## config.mk

```make
export PLATFORM = sky130hd
export DESIGN_NAME = xor_parity_rx
export DESIGN_NICKNAME = d
export VERILOG_FILES = /design/src/rtl/xor_parity_pkg.sv /design/src/rtl/xor_parity_rx.sv
export SDC_FILE = /design/constraint.sdc
export NUM_CORES = 1
export LEC_CHECK = 0
export CAP_MARGIN = 30
export CORE_AREA = 2 2 44 42
export DETAILED_ROUTE_END_ITERATION = 10
export DIE_AREA = 0 0 46 44
export PLACE_DENSITY = 0.8
export SYNTH_ARGS = -nofsm -noshare
export SYNTH_HDL_FRONTEND = slang
export SYNTH_SLANG_ARGS = --single-unit
export TNS_END_PERCENT = 1
```

## constraint.sdc

```tcl
create_clock -name clk -period 3.3 [get_ports clk]
set_input_delay 0.33 -clock clk [delete_from_list [all_inputs] [get_ports clk]]
set_output_delay 0.33 -clock clk [all_outputs]
set_load 0.01 [all_outputs]
```

## src/rtl/xor_parity_pkg.sv

```systemverilog
// Shared types and helpers for the serial even/odd parity receiver.
package xor_parity_pkg;

    typedef enum logic [1:0] {
        IDLE = 2'd0,
        DATA = 2'd1,
        PAR  = 2'd2,
        HOLD = 2'd3
    } state_t;

    // XOR reduction of the supplied bits, inverted when odd parity is selected.
    function automatic logic par_calc(input logic [31:0] data, input logic odd);
        return (^data) ^ odd;
    endfunction

endpackage

```

## src/rtl/xor_parity_rx.sv

```systemverilog
// Serial frame receiver: start bit, WIDTH data bits LSB first, one parity bit.
// Define XOR_PARITY_RX_ERR_CNT_EN to add the saturating err_cnt output.
module xor_parity_rx
    import xor_parity_pkg::*;
#(
    parameter int WIDTH = 4,
    parameter int ODD   = 0
) (
    input  logic             clk,
    input  logic             rst_n,
    input  logic             bit_valid,
    input  logic             bit_in,
    output logic             out_valid,
    input  logic             out_ready,
    output logic [WIDTH-1:0] out_data,
`ifdef XOR_PARITY_RX_ERR_CNT_EN
    output logic [7:0]       err_cnt,
`endif
    output logic             par_err,
    output logic             overrun
);

    localparam int CW = $clog2(WIDTH + 1);

    state_t          state;
    logic [CW-1:0]   cnt;
    logic            acc;
    logic [WIDTH-1:0] shreg;

    assign out_valid = (state == HOLD);
    assign out_data  = shreg;

    always_ff @(posedge clk or negedge rst_n) begin
        if (!rst_n) begin
            state   <= IDLE;
            cnt     <= '0;
            acc     <= 1'b0;
            shreg   <= '0;
            par_err <= 1'b0;
            overrun <= 1'b0;
        end else begin
            overrun <= 1'b0;
            case (state)
                IDLE: begin
                    if (bit_valid && !bit_in) begin
                        shreg <= '0;
                        cnt   <= '0;
                        acc   <= 1'b0;
                        state <= DATA;
                    end
                end
                DATA: begin
                    if (bit_valid) begin
                        // Decoded write avoids an index wider than the data vector.
                        for (int unsigned i = 0; i < WIDTH; i++) begin
                            if (cnt == CW'(i)) shreg[i] <= bit_in;
                        end
                        acc <= acc ^ bit_in;
                        cnt <= cnt + 1'b1;
                        if (cnt == CW'(WIDTH - 1)) state <= PAR;
                    end
                end
                PAR: begin
                    if (bit_valid) begin
                        par_err <= par_calc(32'({acc, bit_in}), 1'(ODD));
                        state   <= HOLD;
                    end
                end
                HOLD: begin
                    overrun <= bit_valid;
                    if (out_ready) state <= IDLE;
                end
                default: state <= IDLE;
            endcase
        end
    end

`ifdef XOR_PARITY_RX_ERR_CNT_EN
    always_ff @(posedge clk or negedge rst_n) begin
        if (!rst_n) begin
            err_cnt <= '0;
        end else if (state == HOLD && out_ready && par_err && err_cnt != 8'hFF) begin
            err_cnt <= err_cnt + 8'd1;
        end
    end
`endif

endmodule

```

* Yosys cells after proc, flatten, opt, wreduce, memory -nomap -nowiden
Cells that the tools add are included.
Operators by class: equality and inequality tests 14, bitwise operators 1, reduce and logical (&&, ||, !) cells 13, multiplexer cells 20, add/subtract/negate cells 1
Operator list (number):
- XOR reduction 32 bit | 1
- AND reduction 4 bit | 4
- inequality test 2 bit (second input constant) | 7
- two-way mux 2 bit | 5
- two-way mux 4 bit | 2
- case mux 2 bit (4 select lines) | 1
- case mux 4 bit (2 select lines) | 1
- two-way mux 1 bit | 7
- == test 3 x 2 -> 1 bit (second input constant) | 2
- two-way mux 3 bit | 2
- case mux 3 bit (2 select lines) | 1
- AND reduction 5 bit | 1
- == test 2 bit (second input constant) | 2
- adder 3 x 1 -> 3 bit (second input constant) | 1
- == test 3 x 1 -> 1 bit (second input constant) | 1
- zero test 3 bit | 1
- AND reduction 3 bit | 1
- == test 2 x 1 -> 1 bit (second input constant) | 1
- zero test 2 bit | 1
- inequality test 2 x 1 -> 1 bit (second input constant) | 1
- case mux 1 bit (2 select lines) | 1
- AND reduction 2 bit | 1
- nonzero test 2 bit | 1
- logical AND 1 bit | 1
- other kinds (2) | 2
Word-level totals: logic and storage cells 58, output and inout bits 7, input bits 5, register bits after elaboration 12

* Depth between registers and ports, before layout
depth in word-level cells 4, gate-level depth with buffers 6

* Least setup slack after synthesis
No wires, ideal clock.
path type register to register, start point register state[1], end point register state[1], data arrival time 1653 ps, setup time 125 ps, required time 3175 ps, slack 1522 ps, stages on the path, launching flop included 7, cells stage by stage dfrtp_1 inv_1 ha_1 buf_2 o21ba_4 a2111oi_4 mux2_4
On the way: word-level cells in the longest chain between the ends 3, elaborated cells on any way between the ends 11, classes of those cells eq/ne (8); mux (1); reduce/logical (2)
RTL lines:
- from (decl) | RTL line xor_parity_rx.sv:25 | state_t state;
- from (signal assigned) | RTL line xor_parity_rx.sv:35 | state <= IDLE;
- from (signal assigned) | RTL line xor_parity_rx.sv:49 | state <= DATA;
- from (signal assigned) | RTL line xor_parity_rx.sv:60 | if (cnt == CW'(WIDTH - 1)) state <= PAR;
- == test 2 bit, or another cell as far along | RTL line xor_parity_rx.sv:43 | case (state)
- inequality test 2 x 1 -> 1 bit (no source line) / inequality test 2 bit (equally long branches)
- AND reduction 5 bit (no source line)
Parallel ways exist; a longest one is shown, timed or not. A chain may end at the register's enable or synchronous reset.

* Worst setup path in the final report
Same ends and word-level chain as after synthesis.

==> results.py <==
metrics = {
    "global_route": {
        "overflow": 0,
        "grt_pass1_wl_um": 2480,
        "grt_busiest_layer": "met1",
        "grt_util_met1_pct": 25.2,
        "grt_pass1_vias": 530,
        "grt_max_degree": 13,
        "antenna_found_initial": 0,
        "grt.total_usage_pct": 17.5,
        "use_met3_pct": 3.75,
        "grt_use_met2_pct": 24.4,
    },
    "placement": {
        "gp_congestion": 0.786,
        "dp_slack_ns": 1.31,
        "dp_hpwl_um": 1120,
        "io_buffer_count": 11,
    },
    "floorplan": {
        "die_w_um": 46,
        "die-area_sq_mm": 0.00202,
        "core-area_sq_mm": 0.00158,
        "row_count": 14,
        "start_util_pct": 51.2,
        "io_pins": 12,
        "die_y_um": 44,
    },
    "clock_network": {
        "ctsResizeCount": 0,
        "path_clk_slew_ns": 0.08,
        "cts_tree": "yes",
        "post_cts_buffers": 0,
        "cts_max_level": 1,
        "clock_path_buffers": 2,
        "clock_latency_ns": 0.28,
        "cts.sink_count": 12,
        "cts_buffers": 3,
        "cts-root-buf": "clkbuf_4",
        "holdBufCountCts": 0,
    },
    "worst_setup_path": {
        "cp_data_arrival_time_ns": 2.06,
        "path_max_fanout": 9,
        "cpPeakStageDelay_ns": 0.41,
        "cp-end-kind": "flip-flop",
        "slowest_stage": "dfrtp_1",
        "worstPathCellList": "inv_1 > ha_1 > o21ba_4 > a2111oi_4 > mux2_4",
        "start_kind": "flip-flop",
        "critPathRequiredTime_ns": 3.47,
        "worstSetupPathType": "reg2reg",
    },
    "drt": {
        "drc": 0,
        "drt_wl_total_um": 1500,
        "via_per_inst": 5.41,
        "dr_total_vias": 573,
        "postRouteAntennaNets": 0,
        "initialDrtViolationCount": 14,
        "dr.pass1.iters": 4,
        "wl_per_cell_um": 14.1,
    },
    "yosys": {
        "syn-num-nets": 92,
        "yosysWarningCount": 0,
        "synth_seq_area_share_pct": 37.2,
        "synth_top_family_by_area": "simple AND/OR/NAND/NOR gates",
        "yosysTopAreaCell": "dfrtp_1",
        "synth_top_area_share_pct": 37.2,
        "synthFlopType": "dfrtp_1",
        "yosys.area_share.simple_pct": 18.4,
        "synth_most_common_cell": "dfrtp_1",
        "synth_compound_area_share_pct": 13.3,
        "synth.mux.area_fraction_pct": 8.06,
        "ys_ff_latch": 12,
        "synth_edf_count": 0,
        "synth_xor_area_share_pct": 1.09,
        "synth_area_sq_um": 807,
        "synth.area.top_cells": "dfrtp_1, ha_1, mux2i_1",
        "avgSynthCellArea_sq_um": 10.6,
        "ys_types": 25,
        "synth-async-reset-ratio_pct": 100,
        "synthAdderAreaFrac_pct": 17.1,
        "ys_top_cells_by_count": "dfrtp_1, ha_1, inv_1",
        "synth_cells": 76,
    },
    "timing": {
        "worst_slack_ns": 1.41,
        "finalMaxSlewViolations": 0,
        "fin_crit_sh_pct": 57.4,
        "min_period_ns": 1.89,
        "fmaxAchievable_mhz": 528,
        "setup_viol": 0,
        "max_slew_margin_pct": 64.2,
        "rsz0062_at_grt": "no",
        "skew_ns": 0.00284,
        "worstMarginPinSlew_ns": 0.536,
        "fin_hold_ws_ns": 0.393,
        "setup-tns-final_ns": 0,
        "hold_viol": 0,
    },
    "cells_and_area": {
        "fin_nets": 107,
        "antennaDiodeCount": 0,
        "drive_gt1_share_pct": 10.0,
        "fillers": 136,
        "seq_area_sq_um": 300,
        "multi_input_area_sq_um": 468,
        "area_growth_pct": 20.0,
    },
    "power": {
        "ir_drop_mv": 0.478,
        "powerDensity_mw_per_mm2": 937,
        "p_total_w": 0.000908,
        "leakage_nw": 0.438,
    },
    "job": {
        "drv_cap": 0,
    },
    "status": {
        "status": "completed",
    },
    "hold_path": {
        "hold_path.class": "in2async",
    },
}
## cell families after synthesis
logic type | after synthesis
buffers and inverters | 10
DFF | 12
muxes | 6
adders and majority gates | 11
AOI/OAI and AO/OA | 11
xor gates and xnor gates | 1
and+or+nand+nor | 25
## state kept, by name (all words and copies together), names as in the netlist
name,count
acc,1
cnt,3
out_data,4
overrun,1
par_err,1
state,2
## layout make-up
type	count	share of cell area [%]
multi-input combinational	54	48.3
sequential	12	31.0
timing repair buffer	11	11.4
clock buffer	4	3.75
inverter	9	3.49
tap	16	2.07
## power by group
group	leakage, nW	internal (W)	total [W]	switching (W)
combinational	0.268	0.000265	0.000508	0.000243
sequential	0.148	0.000219	0.000278	0.0000591
clock	0.0210	0.0000672	0.000122	0.0000551
total	0.438	0.000551	0.000908	0.000357
## critical path, delay by kind of cell (launching register included)
family,cells,cell delay [ns]
adders and majority gates,1,0.31
AOI/OAI and AO/OA,2,0.63
buffers and inverters,1,0.11
muxes,1,0.33
DFF,1,0.41
## path summary, 6_finish.rpt
path / start / end / slack, ns / depth (start not counted)
worst max-delay path: state[1] / state[1] / 1.41 / 5
worst min-delay path: rst_n / cnt[1] / 0.39 / 1
worst max register to register: state[1] / state[1] / 1.41 / 5
worst min register to register: out_data[3] / out_data[3] / 0.56 / 2
max in group asynchronous: rst_n / state[1] / 2.55 / 1
min in group clk: out_data[3] / out_data[3] / 0.56 / 2
## metal layers
layer	wire length, um	vias to the layer above
li1	-	290
met3	34	5
met4	33	0
met5	0	-
met1	733	268
met2	697	10
## stage by stage
stage	cell area, sq um	std cells	utilization, %
2_1_floorplan	807	76	-
3_5_place_dp	932	102	59.1
5_1_grt	968	106	61.4
6_report	968	106	61.4
3_3_place_gp	932	102	59.1
4_1_cts	968	106	61.4
## cells in the final DEF (no fill, tap or decap), drive strengths merged
master and count:
and2 1, clkbuf 4, nand3 7, a31oi 1, nor3b 1, nor4b 1, a2111oi 1, mux2i 5
xnor2 1, ha 11, nand2 3, inv 9, o21ai 1, and4b 1, clkdlybuf4s50 11, a211o 1
dfrtp 12, o21ba 1, and3b 1, a21boi 1, o211ai 3, nand2b 7, nor2 1, mux2 1
a21oi 2, nor2b 2
Note: power is estimated with default switching activity, not from simulation.
